### src/rtl/hamming_enc_sched_if.sv
// hamming_enc_sched_if: requester, encoder and downstream signals of hamming_enc_sched.
// Latency: none, wires only.
// Backpressure: carries req_valid/req_ready and out_valid/out_ready; the scheduler owns the flow control.
// Modports: slave = scheduler view, master = environment view (requesters, encoder, sink).
interface hamming_enc_sched_if;
  logic [3:0]  req_valid;
  logic [31:0] req_data;
  logic [3:0]  req_ready;
  logic        enc_start;
  logic [7:0]  enc_din;
  logic [10:0] enc_dout;
  logic        out_valid;
  logic [10:0] out_data;
  logic [1:0]  out_src;
  logic        out_ready;
  logic        busy;
  logic        err;
  logic [15:0] pkt_cnt;

  modport slave (
    input  req_valid, req_data, enc_dout, out_ready,
    output req_ready, enc_start, enc_din, out_valid, out_data, out_src, busy, err, pkt_cnt
  );

  modport master (
    output req_valid, req_data, enc_dout, out_ready,
    input  req_ready, enc_start, enc_din, out_valid, out_data, out_src, busy, err, pkt_cnt
  );
endinterface

### src/rtl/hamming_enc_sched.sv
// hamming_enc_sched: round-robin scheduler sharing one 8b->11b encoder among four requesters.
// Latency: grant at edge E -> out_valid after edge E+ENC_LAT; one word in flight at a time.
// Backpressure: out_ready low holds OUT with data/src stable and blocks every new grant.
// Ports: clk, rst_n (async active-low); bus (slave modport) carries req_valid/req_data/req_ready,
//        enc_start/enc_din/enc_dout, out_valid/out_data/out_src/out_ready, busy, err, pkt_cnt.
module hamming_enc_sched #(
  parameter int N_REQ   = 4,
  parameter int ENC_LAT = 2
) (
  input  logic               clk,
  input  logic               rst_n,
  hamming_enc_sched_if.slave bus
);

  typedef enum logic [1:0] {IDLE, ENC, OUT} state_t;

  state_t      state_q;
  logic [1:0]  rr_q;
  logic [1:0]  gnt_q;
  logic [3:0]  lat_q;
  logic        enc_start_q;
  logic [7:0]  enc_din_q;
  logic        out_valid_q;
  logic [10:0] out_data_q;
  logic [1:0]  out_src_q;
  logic        busy_q;
  logic        err_q;
  logic [15:0] pkt_cnt_q;

  logic        gnt_vld_d;
  logic [1:0]  gnt_idx_d;
  logic [1:0]  rr_cand;

  // First valid requester at or above rr_q, wrapping modulo 4.
  always_comb begin
    gnt_vld_d = 1'b0;
    gnt_idx_d = 2'd0;
    rr_cand   = 2'd0;
    for (int k = 0; k < N_REQ; k++) begin
      rr_cand = rr_q + 2'(k);
      if (!gnt_vld_d && bus.req_valid[rr_cand]) begin
        gnt_vld_d = 1'b1;
        gnt_idx_d = rr_cand;
      end
    end
  end

  // Systematic positions hold the data bits; parity bits are recomputed from the
  // received word itself, so a corrupted parity or data bit both show up here.
  function automatic logic enc_bad(input logic [7:0] din, input logic [10:0] dout);
    return (dout[3:0] != din[3:0]) ||
           (dout[6] != din[4]) || (dout[8] != din[5]) ||
           (dout[9] != din[6]) || (dout[10] != din[7]) ||
           (dout[4] != (dout[6] ^ dout[8] ^ dout[10])) ||
           (dout[5] != (dout[6] ^ dout[9] ^ dout[10])) ||
           (dout[7] != (dout[8] ^ dout[9] ^ dout[10]));
  endfunction

  always_ff @(posedge clk or negedge rst_n) begin
    if (!rst_n) begin
      state_q     <= IDLE;
      rr_q        <= 2'd0;
      gnt_q       <= 2'd0;
      lat_q       <= 4'd0;
      enc_start_q <= 1'b0;
      enc_din_q   <= 8'd0;
      out_valid_q <= 1'b0;
      out_data_q  <= 11'd0;
      out_src_q   <= 2'd0;
      busy_q      <= 1'b0;
      err_q       <= 1'b0;
      pkt_cnt_q   <= 16'd0;
    end else begin
      enc_start_q <= 1'b0;
      case (state_q)
        IDLE: begin
          if (gnt_vld_d) begin
            state_q     <= ENC;
            gnt_q       <= gnt_idx_d;
            enc_din_q   <= bus.req_data[{gnt_idx_d, 3'b000} +: 8];
            lat_q       <= 4'(ENC_LAT);
            enc_start_q <= 1'b1;
            busy_q      <= 1'b1;
          end
        end
        ENC: begin
          lat_q <= lat_q - 4'd1;
          if (lat_q == 4'd1) begin
            state_q     <= OUT;
            out_data_q  <= bus.enc_dout;
            out_src_q   <= gnt_q;
            out_valid_q <= 1'b1;
            if (enc_bad(enc_din_q, bus.enc_dout)) begin
              err_q <= 1'b1;
            end
          end
        end
        OUT: begin
          // No grant in the handshake cycle: the next search starts from IDLE.
          if (bus.out_ready) begin
            state_q     <= IDLE;
            out_valid_q <= 1'b0;
            busy_q      <= 1'b0;
            rr_q        <= gnt_q + 2'd1;
            pkt_cnt_q   <= pkt_cnt_q + 16'd1;
          end
        end
        default: state_q <= IDLE;
      endcase
    end
  end

  // Combinational accept; rst_n gating keeps it low while reset is held.
  assign bus.req_ready = (rst_n && state_q == IDLE && gnt_vld_d) ? (4'b0001 << gnt_idx_d) : 4'b0000;
  assign bus.enc_start = enc_start_q;
  assign bus.enc_din   = enc_din_q;
  assign bus.out_valid = out_valid_q;
  assign bus.out_data  = out_data_q;
  assign bus.out_src   = out_src_q;
  assign bus.busy      = busy_q;
  assign bus.err       = err_q;
  assign bus.pkt_cnt   = pkt_cnt_q;

endmodule
### src/flat_wrapper.sv
// flat-port wrapper written by rule: the top's interface ports become plain ports
module hamming_enc_sched_flat 
#(
  parameter int N_REQ   = 4,
  parameter int ENC_LAT = 2
)
  (clk, rst_n, bus_req_valid, bus_req_data, bus_enc_dout, bus_out_ready, bus_req_ready, bus_enc_start, bus_enc_din, bus_out_valid, bus_out_data, bus_out_src, bus_busy, bus_err, bus_pkt_cnt);
  hamming_enc_sched_if bus_i ();
  input  logic clk;
  input  logic rst_n;
  input wire logic [$bits(bus_i.req_valid)-1:0] bus_req_valid;
  input wire logic [$bits(bus_i.req_data)-1:0] bus_req_data;
  input wire logic [$bits(bus_i.enc_dout)-1:0] bus_enc_dout;
  input wire logic [$bits(bus_i.out_ready)-1:0] bus_out_ready;
  output wire logic [$bits(bus_i.req_ready)-1:0] bus_req_ready;
  output wire logic [$bits(bus_i.enc_start)-1:0] bus_enc_start;
  output wire logic [$bits(bus_i.enc_din)-1:0] bus_enc_din;
  output wire logic [$bits(bus_i.out_valid)-1:0] bus_out_valid;
  output wire logic [$bits(bus_i.out_data)-1:0] bus_out_data;
  output wire logic [$bits(bus_i.out_src)-1:0] bus_out_src;
  output wire logic [$bits(bus_i.busy)-1:0] bus_busy;
  output wire logic [$bits(bus_i.err)-1:0] bus_err;
  output wire logic [$bits(bus_i.pkt_cnt)-1:0] bus_pkt_cnt;
  assign bus_i.req_valid = bus_req_valid;
  assign bus_i.req_data = bus_req_data;
  assign bus_i.enc_dout = bus_enc_dout;
  assign bus_i.out_ready = bus_out_ready;
  assign bus_req_ready = bus_i.req_ready;
  assign bus_enc_start = bus_i.enc_start;
  assign bus_enc_din = bus_i.enc_din;
  assign bus_out_valid = bus_i.out_valid;
  assign bus_out_data = bus_i.out_data;
  assign bus_out_src = bus_i.out_src;
  assign bus_busy = bus_i.busy;
  assign bus_err = bus_i.err;
  assign bus_pkt_cnt = bus_i.pkt_cnt;
  hamming_enc_sched #(.N_REQ(N_REQ), .ENC_LAT(ENC_LAT)) u_core (.clk(clk), .rst_n(rst_n), .bus(bus_i));
endmodule
### config.mk
export PLATFORM = sky130hd
export DESIGN_NAME = hamming_enc_sched_flat
export DESIGN_NICKNAME = d
export VERILOG_FILES = /design/src/rtl/hamming_enc_sched_if.sv /design/src/rtl/hamming_enc_sched.sv /design/src/flat_wrapper.sv
export SDC_FILE = /design/constraint.sdc
export NUM_CORES = 1
export LEC_CHECK = 0
export ABC_AREA = 1
export CAP_MARGIN = 0
export CORE_ASPECT_RATIO = 1.25
export CORE_MARGIN = 5
export CORE_UTILIZATION = 47
export DETAILED_ROUTE_END_ITERATION = 6
export GPL_ROUTABILITY_DRIVEN = 0
export PLACE_DENSITY = 0.81
export SYNTH_ARGS = -nofsm -noshare
export SYNTH_HDL_FRONTEND = slang
export SYNTH_SLANG_ARGS = --single-unit
### constraint.sdc
create_clock -name clk -period 2 [get_ports clk]
set_input_delay 0.4 -clock clk [delete_from_list [all_inputs] [get_ports clk]]
set_output_delay 0.4 -clock clk [all_outputs]
set_load 0.005 [all_outputs]
==> qor.csv <==
metric;value;unit
Die X;81.6;µm
Peak Freq;0.424;GHz
share of layout cells above drive strength 1;23.8;%
crit path max fanout;4;
final cell count without fillers;590;
Clock Tree Buf Depth;2;
die area;8110;µm²
Core Region;6210;µm²
most frequent cells in the layout;nand2_1, clkdlybuf4s50_1, dfrtp_1, buf_4, nand2_2;
Setup TNS;-3.19;ns
Starting Density;48.5;%
RSZ-0062 raised after global routing;true;
Worst-Margin Slew;0.632;ns
H-tree depth;2;
CTS Buf Count;5;
Vias;2855;
final setup fails;12;
grt total ovfl;0;
Final nets;557;
most common cell after layout, fill and taps aside;nand2_1;
clk slew on worst S/H paths;0.09;ns
routed wire length per instance;12.8;µm
failing checks;setup timing;
CTS hold repair buffers;0;
synthesized area;3010;µm²
switching part of the total;43.1;%
residual DRC count;0;
RR Startpoint;u_core.rr_q[0]$_DFFE_PN0P_;
CP endpoint kind;output port;
Final Worst Setup Slack;-0.361;ns
status;finished with violations;
Setup Skew;0.0108;ns
worst skew pair latency;0.30;ns
final core area utilization;72.6;%
dpl ws;-0.796;ns
largest net degree at the start of global routing;52;
WP data arrival;1.96;ns
final wirelength;7550;µm
final hold violations;0;
buffers added on ports;94;
CTS Sinks;51;
r2r setup slk;-0.24;ns
worst r2r dst;u_core.bus.enc_din[3]$_DFFE_PN0P_;
Sequential Power Share;24.5;%
R2R depth;17;
max_slew headroom;57.9;%
P_leak;2.26;nW
Pint;3.86;mW
synth unique cells;35;
flop and latch count out of synthesis;51;
Gate power share;63.3;%
sequential share of the synthesized area;42.4;%
dpl cells;572;
Synth Area per Inst;7.98;µm²
drt pass-1 iters;4;
CP startpoint kind;input port;
Cells after Synth;377;
Syn. warnings;0;
Final ANT Viol Nets;0;
total power;6.78;mW
DR vias/cell;4.84;
required time of the worst setup path;1.60;ns
wire length of the first global-routing pass;12300;µm
row cnt;32;
vias in the first global route;2775;
min cycle time layout;2.36;ns
HP Class;input port to asynchronous set/reset pin;
worst setup path category;input port to output port;
detailed placer's ending HPWL;5710;µm
n_diodes;0;
root buffer cell;clkbuf_8;
initial antenna violation count;0;
GRT Resource Usage Total;18.7;%
crit share post-route;118;%
# fillers;504;
Top Ports;95;
initial DRC count;115;
area delta synth->final;49.8;%
die height;99.5;µm
clock network power share;12.2;%
switching power;2.93;mW
Synth Net Count;430;
Max Cap Violations;0;
CTS tree;yes;
PD cells;1500;nW/µm²
peak supply drop;0.00211;V
Final Slew Violations;0;
[layer usage]
layer  vias to the layer above  routed length [µm]  global-route usage [%]
li1                       1449                   -                       -
met1                      1327                2980                    22.3
met2                        73                4120                    34.3
met3                         6                 385                    2.90
met4                         0                  65                    4.94
met5                         -                   0                       0
[worst max path at each step]
stage	start	endpoint	slack (ns)
finish	bus_req_valid[1]	bus_req_ready[1]	-0.36
global route	u_core.rr_q[0]$_DFFE_PN0P_	bus_req_ready[0]	-0.48
floorplan	u_core.rr_q[0]$_DFFE_PN0P_	bus_req_ready[0]	0.04
CTS	u_core.rr_q[0]$_DFFE_PN0P_	bus_req_ready[3]	-0.32
detailed placement	bus_req_valid[0]	bus_req_ready[1]	-0.80
global placement	bus_req_valid[3]	bus_req_ready[1]	-0.71
[cells in the mapped netlist, drive strengths merged]
cell type	n	area [µm²]
nand3b	2	15.0
xor2	12	105
a21boi	1	7.51
a22oi	1	7.51
o31ai	1	7.51
nand4	19	119
nor2	14	68.8
xnor2	17	149
buf	10	83.8
o2111ai	1	8.76
nor3b	2	20.0
dfrtp	51	1280
ha	3	37.5
a21oi	1	5.00
o21ai	10	53.8
clkbuf	2	7.51
nand3	18	130
mux2	1	11.3
nand2	180	751
inv	25	93.8
nor3	6	51.3
[kinds of logic (layout without fill, tap and decap cells)]
group | count (synthesis) | after routing | synth area share (%)
AND/OR/NAND/NOR | 241 | 241 | 38.4
flip-flops | 51 | 51 | 42.4
buffers and inverters | 37 | 165 | 6.15
XOR/XNOR | 29 | 29 | 8.44
AO/OA/AOI/OAI | 15 | 15 | 2.99
adder cells (fa/ha/maj) | 3 | 3 | 1.25
multiplexers | 1 | 1 | 0.374
[power by group through the flow]
stage               combinational (mW)  clock, mW  sequential [mW]
CTS                               4.16      0.842             1.66
detailed placement                3.76          0             1.66
global placement                  3.67          0             1.65
global route                      4.78      0.888             1.71
floorplan                         2.54          0             1.63
finish                            4.29      0.825             1.66
[area by class of cell]
class | count | area, µm² | area share (%)
inverter | 25 | 98.8 | 2.19
sequential | 51 | 1280 | 28.4
clock inverter | 2 | 60.1 | 1.33
clock buffer | 6 | 72.6 | 1.61
timing repair buffer | 132 | 1220 | 27.0
tap | 85 | 106 | 2.36
multi-input combinational | 289 | 1670 | 37.1
[timing repair]
| action | 4_1_cts | 5_1_grt |
|---|---|---|
| gates resized for setup | 45 | 15 |
| setup buffers | 8 | 2 |
| setup endpoints to repair | 7 | 19 |
| cloned | 0 | 0 |
| pin swaps | 11 | 5 |
[state kept, by name, indices dropped and copies added (netlist names)]
register,flops
u_core.bus.out_src,2
u_core.bus.enc_start,1
u_core.lat_q,4
u_core.rr_q,2
u_core.bus.pkt_cnt,16
u_core.bus.busy,1
u_core.bus.enc_din,8
u_core.gnt_q,2
u_core.bus.out_valid,1
u_core.bus.out_data,11
u_core.state_q,2
u_core.bus.err,1
[critical path, stage by stage]
cell	delay, ns
clkdlybuf4s50_1	0.48
inv_1	0.06
nand2_1	0.11
nand3_2	0.13
nand2_4	0.13
nor2_8	0.06
nand3_4	0.08
nand2_2	0.07
inv_2	0.08
nand2_4	0.07
nor3_2	0.17
buf_2	0.13
[metrics by stage]
step,hold WS [ns],instance area (µm²)
floorplan,0.104,3010
global placement,0.449,4170
detailed placement,0.458,4170
CTS,0.330,4440
global route,0.367,4510
finish,0.317,4510
No activity file was read; power rests on OpenSTA's default activity.
==> variant 1: new RTL, config.mk and constraints unchanged <==
The 3 states of `state_t` get a one-hot encoding in 3 bits.
--- a/src/rtl/hamming_enc_sched.sv
+++ b/src/rtl/hamming_enc_sched.sv
@@ -12,7 +12,7 @@
   hamming_enc_sched_if.slave bus
 );
 
-  typedef enum logic [1:0] {IDLE, ENC, OUT} state_t;
+  typedef enum logic [2:0] {IDLE = 3'b001, ENC = 3'b010, OUT = 3'b100} state_t;
 
   state_t      state_q;
   logic [1:0]  rr_q;
Check against the original RTL: same outputs for any inputs over 10 cycles, from zero or initial values and one cycle with rst_n low; not proved beyond that.
==> variant 1 against the unedited design <==
  * The flow still finishes with violations (setup timing)
  * Area after synthesis down 1.6%
  * Die area down 1.4%
  * Critical path depth down 1
  * Highest routed layer unchanged
  * Count of clock-buffer cells in the layout up 1
  * Design area about the same
  * Register-to-register slack better by 0.02 ns
  * Critical path type is now reg -> out
  * Sequential cell count up 1
  * Cell count up 2.0%
  * Wire length up 8.5%
  * Worst setup slack worse by 0.10 ns
  * Largest cell class unchanged
  * Total power down 9.0%
  * Synthesized cell count up 2.9%
  * Fmax down 4.1%
==> variant 1: results <==
{
  "violations": "setup timing",
  "path_max_fanout": 5,
  "syn_area_per_cell_sq_um": 7.630,
  "drive_gt1_frac": 0.2016,
  "clk_latency_ns": 0.30,
  "wl_per_cell_um": 13.60,
  "holdWs_ns": 0.3367,
  "synth_area_leaders": "dfrtp_1 43%, nand2_1 22%, xnor2_1 5.6%, nand4_1 4.4%, xor2_1 3.0%",
  "synth-main-ff-cell": "dfrtp_1",
  "ys_types": 34,
  "hold_viol": 0,
  "ctsHtreeMaxLevel": 2,
  "ctsHoldBuffers": 0,
  "critPathKind": "reg -> out",
  "clockBufferDepth": 2,
  "routed_wl_mm": 8.187,
  "vias": 2998,
  "grt_antenna_before_repair": 1,
  "synthArstFlopShare": 1.000,
  "placedCellCount": 588,
  "p_int_mw": 3.462,
  "synth.yosys.seq_area_share": 0.4400,
  "grt_pass1_vias": 3063,
  "finClkSkew_ns": 0.002890,
  "largest_reg_flops": 16,
  "hpwl_mm": 6.107,
  "drt_iter0_drc": 143,
  "grt_pass1_wl_mm": 13.54,
  "worstMarginPinSlew_ns": 0.6457,
  "firstDrtPassIters": 4,
  "dp_slack_ns": -0.8664,
  "setup_slack_ns": -0.4631,
  "numCtsBuffers": 5,
  "timing.rr.start": "u_core.rr_q[0]",
  "grt_usage": 0.2099,
  "grt_start_max_net_pins": 53,
  "r2r_slack_ns": -0.22,
  "reg2reg_depth": 16,
  "detailed_place.area_sq_mm": 0.004185,
  "leakagePower_nw": 2.224,
  "root_buffer": "clkbuf_8",
  "peakVddDrop_uv": 1080,
  "r2r-end": "u_core.bus.enc_din[3]",
  "totalNegativeSetupSlack_ns": -2.877,
  "yosys_warnings": 0,
  "syn_nets": 441,
  "netlist_top_cells_count": "171 x nand2_1, 51 x dfrtp_1, 23 x inv_1, 21 x nand4_1, 19 x xnor2_1",
  "cp_data_arrival_time_ns": 2.06,
  "status": "finished with violations",
  "setup_violations": 13,
  "clk_pin_slew_ns": 0.09,
  "hold_path_class": "in -> async",
  "portBuffers": 94,
  "finalNetCount": 568
}
-- variant 1: cell count changes after synthesis, sizes merged, moves of 3 or more --
cell,delta
inv,+6
nand2,-4
nand4,+3
o21ai,+3
-- variant 1: cell type report --
type                    instances  area [sq um]
diodes                          1         2.502
inverters                      32         130.1
fillers                       492          1655
clock inverters                 1         7.507
repair buffers                130          1246
multi-input cells             294          1627
well taps                      85         106.4
flip-flops and latches         52          1305
clock buffers                   7         86.33
-- variant 1: worst max-delay path by stage --
stage	slack [ns]	endpoint	cells after the start
floorplan	0.05	bus_req_ready[2]	11
global placement	-0.78	bus_req_ready[1]	12
detailed placement	-0.87	bus_req_ready[1]	11
CTS	-0.39	bus_req_ready[1]	11
global route	-0.57	bus_req_ready[3]	11
finish	-0.46	bus_req_ready[3]	11
-- variant 1: worst max-delay path, stage by stage, from the launching register on --
cell	delay (ns)
dfrtp_2	0.48
buf_12	0.16
nand2_2	0.06
nand2_1	0.06
nand2_2	0.09
nand2_2	0.06
nor2_4	0.16
nand3b_1	0.13
nand3_1	0.12
nand2_2	0.12
nor3_2	0.17
buf_2	0.13
-- variant 1: what timing repair did --
action / CTS / global route
cloned: 1 / 0
gates resized for setup: 38 / 37
setup buffers: 3 / 3
setup endpoints to repair: 4 / 13
endpoints found under the hold margin: 0 / 0
pin swaps: 10 / 20
-- variant 1: per-layer routing --
metal / vias up / GRT usage / share of wire
met2: 95 / 0.3808 / 0.52
met5: - / 0 / 0
met3: 25 / 0.04113 / 0.065
met4: 0 / 0.07672 / 0.030
met1: 1394 / 0.2383 / 0.39
li1: 1484 / - / -
-- variant 1: logic make-up after synthesis --
kind of cell,after synthesis,synth area share
AO/OA/AOI/OAI,20,0.03888
adder cells (fa/ha/maj),3,0.01268
flip-flops,52,0.4400
AND/OR/NAND/NOR,242,0.3610
XOR/XNOR,29,0.08580
buffers and inverters,42,0.06171
-- variant 1: power groups by stage --
stage	registers, mW	logic, mW	clock network, mW
after floorplan	1.61	2.02	0
after global placement	1.63	3.21	0
after detailed placement	1.65	3.31	0
after CTS	1.64	3.62	0.630
after global routing	1.69	4.34	0.678
final	1.65	3.91	0.614
==> variant 2: new RTL, config.mk and constraints unchanged <==
Without the edit above. `N_REQ` is set to 4 in 2 places; all go to 8.
--- a/src/rtl/hamming_enc_sched.sv
+++ b/src/rtl/hamming_enc_sched.sv
@@ -4,7 +4,7 @@
 // Ports: clk, rst_n (async active-low); bus (slave modport) carries req_valid/req_data/req_ready,
 //        enc_start/enc_din/enc_dout, out_valid/out_data/out_src/out_ready, busy, err, pkt_cnt.
 module hamming_enc_sched #(
-  parameter int N_REQ   = 4,
+  parameter int N_REQ   = 8,
   parameter int ENC_LAT = 2
 ) (
   input  logic               clk,
--- a/src/flat_wrapper.sv
+++ b/src/flat_wrapper.sv
@@ -1,7 +1,7 @@
 // flat-port wrapper written by rule: the top's interface ports become plain ports
 module hamming_enc_sched_flat 
 #(
-  parameter int N_REQ   = 4,
+  parameter int N_REQ   = 8,
   parameter int ENC_LAT = 2
 )
   (clk, rst_n, bus_req_valid, bus_req_data, bus_enc_dout, bus_out_ready, bus_req_ready, bus_enc_start, bus_enc_din, bus_out_valid, bus_out_data, bus_out_src, bus_busy, bus_err, bus_pkt_cnt);
Function: kept (equiv_simple and equiv_induct, registers matched by name and starting in step).
==> variant 2 against the unedited design <==
  * Total power down 9.3%
  * Area after synthesis down 3.9%
  * Fmax grew 1.1%
  * Sequential cell count unchanged
  * Sequential power hardly changed
  * The run still ends with setup timing left
  * Worst setup slack better by 0.027 ns
  * Wire length is 5.1% lower
  * Design area decreased by 4.7%
  * Critical path depth unchanged
==> variant 2: results <==
{
  "finClkSkew_ns": 0.005515,
  "multi_input_gates": 291,
  "holdWs_ns": 0.2847,
  "status": "finished with violations",
  "r2r-end": "u_core.bus.enc_din[0]",
  "leakagePower_nw": 2.134,
  "detailed_place.area_sq_mm": 0.004050,
  "finalNetCount": 553,
  "drt_iter0_drc": 98,
  "violations": "setup timing",
  "dp_slack_ns": -0.8997,
  "grt_usage": 0.1842,
  "grt_pass1_vias": 2655,
  "relSlewSlack": 0.5879,
  "syn_area_per_cell_sq_um": 7.589,
  "multi_input_area_sq_mm": 0.001569,
  "setup_slack_ns": -0.3344,
  "final-clk-cell-share": 0.02389,
  "buffers_excl_clock": 121,
  "grt_pass1_wl_mm": 11.65,
  "netlist_top_cells_count": "170 x nand2_1, 51 x dfrtp_1, 28 x nand3_1, 25 x inv_1, 16 x xnor2_1",
  "inverters": 30,
  "cp_data_arrival_time_ns": 1.93,
  "synthMuxAreaShare": 0,
  "bufAreaShareNonClock": 0.2613,
  "wl_met1_mm": 2.752,
  "ys_types": 32,
  "synthXorXnorAreaFrac": 0.08784,
  "crit_start": "bus_req_valid[3]",
  "wl_met3_um": 536,
  "dr_wl_met2_mm": 3.722,
  "seq_share": 0.2974,
  "hpwl_mm": 5.560,
  "placedCellCount": 575,
  "synth.yosys.seq_area_share": 0.4414,
  "fillers": 516,
  "wl_per_cell_um": 12.25,
  "r2r_slack_ns": 0.08,
  "synth_adder_area_share": 0.01298,
  "setup_violations": 4,
  "crit_end": "bus_req_ready[2]",
  "drive_gt1_frac": 0.1840,
  "netlist_area_sq_mm": 0.002892
}
==> variant 2: cell types whose count changed in the layout (fill, tap and decap cells not counted), moves of 3 or more <==
cell / delta
inv_1: +4
dlygate4sd2_1: +3
nand4_1: -18
nor2_4: +4
nand2_1: +15
o21ai_0: +4
buf_4: -10
nand3_2: -5
nand2_2: -16
nand3_1: +18
nor2_2: +3
==> variant 2: power by group <==
| group | total [mW] | internal (mW) | switching (mW) |
|---|---|---|---|
| clock network | 0.668 | 0.367 | 0.302 |
| registers | 1.66 | 1.38 | 0.272 |
| logic | 3.83 | 1.70 | 2.12 |
==> variant 2: layer usage <==
| layer | vias to the layer above | global-route usage |
|---|---|---|
| met4 | 0 | 0.05332 |
| met5 | - | 0 |
| met1 | 1271 | 0.2142 |
| met3 | 16 | 0.04453 |
| met2 | 95 | 0.3284 |
| li1 | 1418 | - |
==> variant 2: timing repair <==
action                     4_1_cts  5_1_grt
gates resized for setup         53        8
setup endpoints to repair        4       12
setup buffers                    2        2
pin swaps                       16        3
